File: src/rtl/sim_to_seq_shift_ctrl.sv
// sim_to_seq_shift_ctrl
//
// Sequencing controller for the parallel-in/serial-out shift register in the
// BCH decoder datapath. It captures a parallel frame on request, then shifts
// one word out every CLK_DISTANCE clocks. Per-word strobes go to the serial
// consumer. With PASSING_FIR set, word 0 goes straight through during the
// load cycle, so the register only shifts out words 1..SHIFT_LEN-1.
//
// Handshake semantics (the single rule for this block):
//   - Upstream: in_load_req is a level "frame ready". The frame counts as
//     transferred only in the cycle where out_load_ack is high. Parallel
//     data must stay stable until that cycle.
//   - Downstream: out_word_vld marks a word transfer. in_hold is the inverse
//     of ready: while it is high, no word is presented and nothing advances.
//   - in_ctr_en low freezes everything and forces every strobe low.
//
// Ports:
//   clk            sole clock, rising edge
//   in_ctr_Srst    synchronous reset, active-high (overrides in_ctr_en)
//   in_ctr_en      global enable
//   in_load_req    parallel frame ready
//   in_hold        downstream stall
//   out_ctr_init   register parallel load
//   out_ctr_sft_en register shift enable
//   out_ctr_en     copy of in_ctr_en for the register
//   out_load_ack   one-cycle pulse when the frame is captured
//   out_word_vld   serial word sampled this cycle
//   out_word_idx   index of the sampled word (0 when no word is valid)
//   out_last       sampled word is the last of the frame
//   out_busy       controller is not idle
//   dbg_state      current FSM state, for observation only
module sim_to_seq_shift_ctrl #(
    parameter int SHIFT_LEN    = 4,
    parameter int CLK_DISTANCE = 1,
    parameter int PASSING_FIR  = 0,
    localparam int IDX_W = (SHIFT_LEN > 1) ? $clog2(SHIFT_LEN) : 1
) (
    input  logic             clk,
    input  logic             in_ctr_Srst,
    input  logic             in_ctr_en,
    input  logic             in_load_req,
    input  logic             in_hold,
    output logic             out_ctr_init,
    output logic             out_ctr_sft_en,
    output logic             out_ctr_en,
    output logic             out_load_ack,
    output logic             out_word_vld,
    output logic [IDX_W-1:0] out_word_idx,
    output logic             out_last,
    output logic             out_busy,
    output logic [1:0]       dbg_state
);

    // A dwell of 0 clocks has no meaning, so it runs as a dwell of 1.
    localparam int CD_EFF = (CLK_DISTANCE < 1) ? 1 : CLK_DISTANCE;
    localparam int DIST_W = (CD_EFF > 1) ? $clog2(CD_EFF) : 1;

    localparam logic [DIST_W-1:0] DIST_LAST = DIST_W'(CD_EFF - 1);
    localparam logic [DIST_W-1:0] DIST_ONE  = DIST_W'(1);
    localparam logic [IDX_W-1:0]  IDX_LAST  = IDX_W'(SHIFT_LEN - 1);
    localparam logic [IDX_W-1:0]  IDX_ONE   = IDX_W'(1);
    localparam logic              PF        = (PASSING_FIR != 0);
    localparam logic              SINGLE    = (SHIFT_LEN == 1);

    localparam logic [1:0] ST_IDLE = 2'd0;
    localparam logic [1:0] ST_LOAD = 2'd1;
    localparam logic [1:0] ST_RUN  = 2'd2;

    logic [1:0]        state;
    logic [DIST_W-1:0] dist_cnt;
    logic [IDX_W-1:0]  idx;

    logic stall;
    logic load_go;
    logic fire;

    // The outputs depend only on registered state, in_hold and in_ctr_en.
    // in_load_req affects only the next-state logic.
    always_comb begin
        stall   = !in_ctr_en || in_hold;
        load_go = (state == ST_LOAD) && !stall;
        fire    = (state == ST_RUN) && (dist_cnt == DIST_LAST) && !stall;

        out_ctr_en     = in_ctr_en;
        out_ctr_init   = (state == ST_LOAD) && in_ctr_en;
        out_load_ack   = load_go;
        out_ctr_sft_en = fire;
        // In the passing-first variant, word 0 is presented directly
        // from the parallel input during the accepted load cycle.
        out_word_vld   = fire || (load_go && PF);
        out_word_idx   = fire ? idx : '0;
        out_last       = (fire && (idx == IDX_LAST)) || (load_go && PF && SINGLE);
        out_busy       = (state != ST_IDLE);
        dbg_state      = state;
    end

    always_ff @(posedge clk) begin
        if (in_ctr_Srst) begin
            state    <= ST_IDLE;
            dist_cnt <= '0;
            idx      <= '0;
        end else if (in_ctr_en) begin
            case (state)
                ST_IDLE: begin
                    if (in_load_req) begin
                        state <= ST_LOAD;
                    end
                end
                ST_LOAD: begin
                    // While held, init stays high and the register keeps
                    // recapturing the same stable parallel word.
                    if (!in_hold) begin
                        dist_cnt <= '0;
                        if (PF) begin
                            if (SINGLE) begin
                                state <= ST_IDLE;
                                idx   <= '0;
                            end else begin
                                state <= ST_RUN;
                                idx   <= IDX_ONE;
                            end
                        end else begin
                            state <= ST_RUN;
                            idx   <= '0;
                        end
                    end
                end
                ST_RUN: begin
                    if (!in_hold) begin
                        if (dist_cnt == DIST_LAST) begin
                            dist_cnt <= '0;
                            if (idx == IDX_LAST) begin
                                idx <= '0;
                                // The request is sampled only at the last-word fire.
                                // This allows back-to-back frames with a single
                                // load cycle between them.
                                state <= in_load_req ? ST_LOAD : ST_IDLE;
                            end else begin
                                idx <= idx + IDX_ONE;
                            end
                        end else begin
                            dist_cnt <= dist_cnt + DIST_ONE;
                        end
                    end
                end
                default: begin
                    state    <= ST_IDLE;
                    dist_cnt <= '0;
                    idx      <= '0;
                end
            endcase
        end
    end

endmodule

File: config.mk
export PLATFORM = sky130hd
export DESIGN_NAME = sim_to_seq_shift_ctrl
export DESIGN_NICKNAME = d
export VERILOG_FILES = /design/src/rtl/sim_to_seq_shift_ctrl.sv
export SDC_FILE = /design/constraint.sdc
export NUM_CORES = 1
export LEC_CHECK = 0
export ABC_AREA = 1
export CORE_AREA = 2 2 39 41
export CTS_CLUSTER_SIZE = 16
export DETAILED_ROUTE_END_ITERATION = 6
export DIE_AREA = 0 0 41 43
export PLACE_DENSITY = 0.62
export SYNTH_ARGS = -nofsm -noshare
export SYNTH_HDL_FRONTEND = slang
export SYNTH_SLANG_ARGS = --single-unit
File: constraint.sdc
create_clock -name clk -period 1.2 [get_ports clk]
set_clock_uncertainty 0.05 [all_clocks]
set_input_delay 0.12 -clock clk [delete_from_list [all_inputs] [get_ports clk]]
set_output_delay 0.12 -clock clk [all_outputs]
set_load 0.005 [all_outputs]
==> summary.md <==
| Metric | Value |
|---|---|
| Clock latency at the later pin of the worst-skew pair | 230 ps |
| Antenna-violating nets left | 0 |
| Final WS setup | -47.8 ps |
| Min-delay worst type | primary input to register |
| Number of diodes | 0 |
| Post-DP HPWL | 715 um |
| CP max-delay cell | dfxtp_2 |
| Critical Path Sink Type | output port |
| Yosys cell types | 14 |
| Syn Area/Cell | approximately 5.7 um^2 |
| Complex-gate fraction of the synthesized area | ~4.7% |
| Power Total | just under 0.001 W |
| Synth Area in Simple Gates | between 40% and 50% |
| Final nets | just over 100 |
| CP Launch Type | register |
| Final WL | between 1 and 1.5 mm |
| Part of the power in registers | around 19% |
| Fillers | roughly 140 |
| Vias in the first global route | between 400 and 500 |
| Rows | 14 |
| CTS max path bufs | 2 |
| Layout cells sized above 1 | 61.3% |
| Pwr/cell area | 1320 nW/um^2 |
| Failing checks | negative setup slack |
| Post-synthesis mux area share | 0% |
| Mapped cell area | about 320 um^2 |
| Synth Area in XOR/XNOR | 0% |
| Placer Congestion | roughly 0.67 |
| Wirelength per Cell | approximately 11 um |
| Syn Nets | a little over 60 |
| Fin crit period | 1250 ps |
| Clock network fraction of total power | about 17% |
| Synth warnings | 0 |
| Net switching power | around 0.00038 W |
| GR peak layer | met2 |
| Die Y | 43 um |
| Largest net degree at the start of global routing | 6 |
| DRT iter0 DRCs | 7 |
| Max Cap Viol | 0 |
| Clock sink count | 4 |
| M3 GR Usage | between 1.5 and 2% |
| Pleak | approximately 0.38 nW |
| R2R setup slack | 0 ps |
| Hold Path Depth | 2 |
| Critical path arrival | approximately 1100 ps |
| Area delta synth->final | 133% |
| IO buf count | 15 |
| Worst setup startpoint | dbg_state[0] |
| Fin. Hold Viols | 0 |
| Sequential fraction of the synthesis area | around a quarter |
| Final period util | 104% |
| Critical Path RT | roughly 1000 ps |
| Met2 Usage GRT | between 20% and 30% |
| Placeable Area | ~1400 um^2 |
| Critical Path Fanout Max | 2 |
| Worst VDD drop | around 0.7 mV |
| Largest family of logic cells by synthesized area | simple AND/OR/NAND/NOR gates |
| Worst Setup Path Type | register to output port |
| Worst r2r src | dbg_state[1] |
| Crit-path max cell delay | between 300 and 400 ps |
| RSZ-0062 raised after global routing | yes |
| Status | finished with violations |
| Drt pass-1 iters | 4 |
| Slew @ Worst Pin | approximately 150 ps |
| Int Power | about 0.0006 W |
| Drt via density | 4.23 |
| # DRC | 0 |
| Hold path start | in_ctr_Srst |
| CTS tree | done |
| CTS root buf | clkbuf_4 |
| First-pass GRT wire length | ~1.5 mm |
| Die X | 41 um |
| Die ar. | 1760 um^2 |
| Adder-Cell Fraction of Synth Area | under 10% |
| Critical-path cell list | inv_2, nand2_4, nor2_4, buf_6, buf_6, buf_6 |
| Slew Limit Fails | 0 |
| Initial antenna violation count | 0 |
| Setup TNS | -171 ps |
| Final Setup Violations | 6 |
| Reg2Reg Capture Point | idx[1] |
| Vias | 461 |
| Clock slew at reported path FFs | 40 ps |
| GR Util All Layers | between 10 and 15% |
| Number of synthesized register bits | 4 |
| Cells after Synth | 56 |
| Hold endpoint | idx[1] |
| Logic pwr share | 64.7% |
| CTS buffer count | 3 |
| GRT Residual Overflow | 0 |
| Top cell by count, worst path | buf_6 |
| Slew HR | 90.1% |
| Htree depth | 1 |
| IO Count | 16 |
| Met1 GRT Util | a little over an eighth |
| Starting density of the core | between 20% and 30% |
| Max Fclk | around 0.8 GHz |
| Sw Share | about two fifths |
| Reg2Reg Depth | 8 |
-- cells in the mapped netlist --
| cell type | instances | area, um^2 |
|---|---|---|
| inv_2 | 2 | 7.51 |
| nand4_1 | 2 | 12.5 |
| a21oi_1 | 2 | 10.0 |
| nand3_2 | 1 | 10.0 |
| o21ai_0 | 1 | 5.00 |
| nand2_1 | 13 | 48.8 |
| buf_4 | 2 | 15.0 |
| nor2_1 | 11 | 41.3 |
| ha_1 | 1 | 12.5 |
| nand3b_1 | 1 | 7.51 |
| inv_1 | 10 | 37.5 |
| nand3_1 | 4 | 20.0 |
| nand2_2 | 2 | 12.5 |
| dfxtp_1 | 4 | 80.1 |
-- cells in the final DEF, fill, tap and decap left out, types with 2 or more instances in the layout --
cell type	Yosys	layout
inv_1	10	6
clkbuf_4	0	3
nand3_2	1	2
nand2_2	2	3
nor2_1	11	8
nand2_4	0	3
dfxtp_2	0	4
buf_4	2	12
nand4_1	2	2
inv_2	2	5
buf_2	0	5
a21oi_2	0	2
buf_6	0	11
dlygate4sd2_1	0	4
clkdlybuf4s50_1	0	3
nand2_1	13	9
nand3_1	4	2
nor2_4	0	2
-- registers in the layout, summed over array words and instances, names as in the netlist --
name and flops:
idx 2, dbg_state 2
-- final cells by class --
type	count	area, um^2	area share [%]
Timing Repair Buffer	36	315	42.3
Multi-Input combinational cell	38	250	33.6
Sequential cell	4	85.1	11.4
Inverter	12	52.6	7.05
Clock buffer	3	22.5	3.02
Tap cell	16	20.0	2.68
-- metrics by stage --
| step | hold WS, ps | cells | setup WS [ps] | utilization, % | instance area (um^2) |
|---|---|---|---|---|---|
| after floorplan | 139 | 56 | 105 | - | 320 |
| after global placement | 528 | 98 | -429 | 41.4 | 573 |
| after detailed placement | 548 | 98 | -453 | 41.4 | 573 |
| after CTS | 398 | 105 | -118 | 47.4 | 656 |
| after global routing | 429 | 109 | -102 | 53.9 | 746 |
| final | 418 | 109 | -47.8 | 53.9 | 746 |
-- worst max-delay path: cells and delay by family, from the launching register on --
kind	cells	cell delay, ps
DFF	1	320
and+or+nand+nor	2	180
buffers and inverters	4	340
-- how the worst max path moves through the flow --
stage | slack [ps] | depth (start not counted) | end
floorplan | 100 | 5 | out_last
CTS | -120 | 6 | out_word_idx[0]
global route | -100 | 10 | dbg_state[1]
detailed placement | -450 | 7 | out_word_idx[0]
global placement | -430 | 7 | out_last
finish | -50 | 6 | out_ctr_sft_en
-- per-layer routing --
| layer | vias to the layer above | wire length (um) |
|---|---|---|
| met4 | 0 | 0 |
| li1 | 244 | - |
| met5 | - | 0 |
| met2 | 12 | 668 |
| met1 | 205 | 437 |
| met3 | 0 | 45 |
-- cell families after synthesis --
family,count (synthesis)
AO/OA/AOI/OAI,3
AND/OR/NAND/NOR,34
flip-flops,4
buffers and inverters,14
adder cells (fa/ha/maj),1
-- power by group through the flow --
stage / sequential (W) / clock [W] / combinational [W]
after floorplan: 0.000185 / 0 / 0.000195
after global placement: 0.000169 / 0 / 0.000448
after detailed placement: 0.000170 / 0 / 0.000452
after CTS: 0.000176 / 0.000175 / 0.000489
after global routing: 0.000185 / 0.000180 / 0.000698
final: 0.000182 / 0.000165 / 0.000637
-- timing repair --
| action | in CTS | in global routing |
|---|---|---|
| pin swaps | 4 | 16 |
| endpoints found under the setup margin | 13 | 11 |
| hold buffers | 0 | 0 |
| setup buffers | 4 | 4 |
| resized for setup | 51 | 24 |
| endpoints found under the hold margin | 0 | 0 |
No activity file was read; power rests on OpenSTA's default activity.
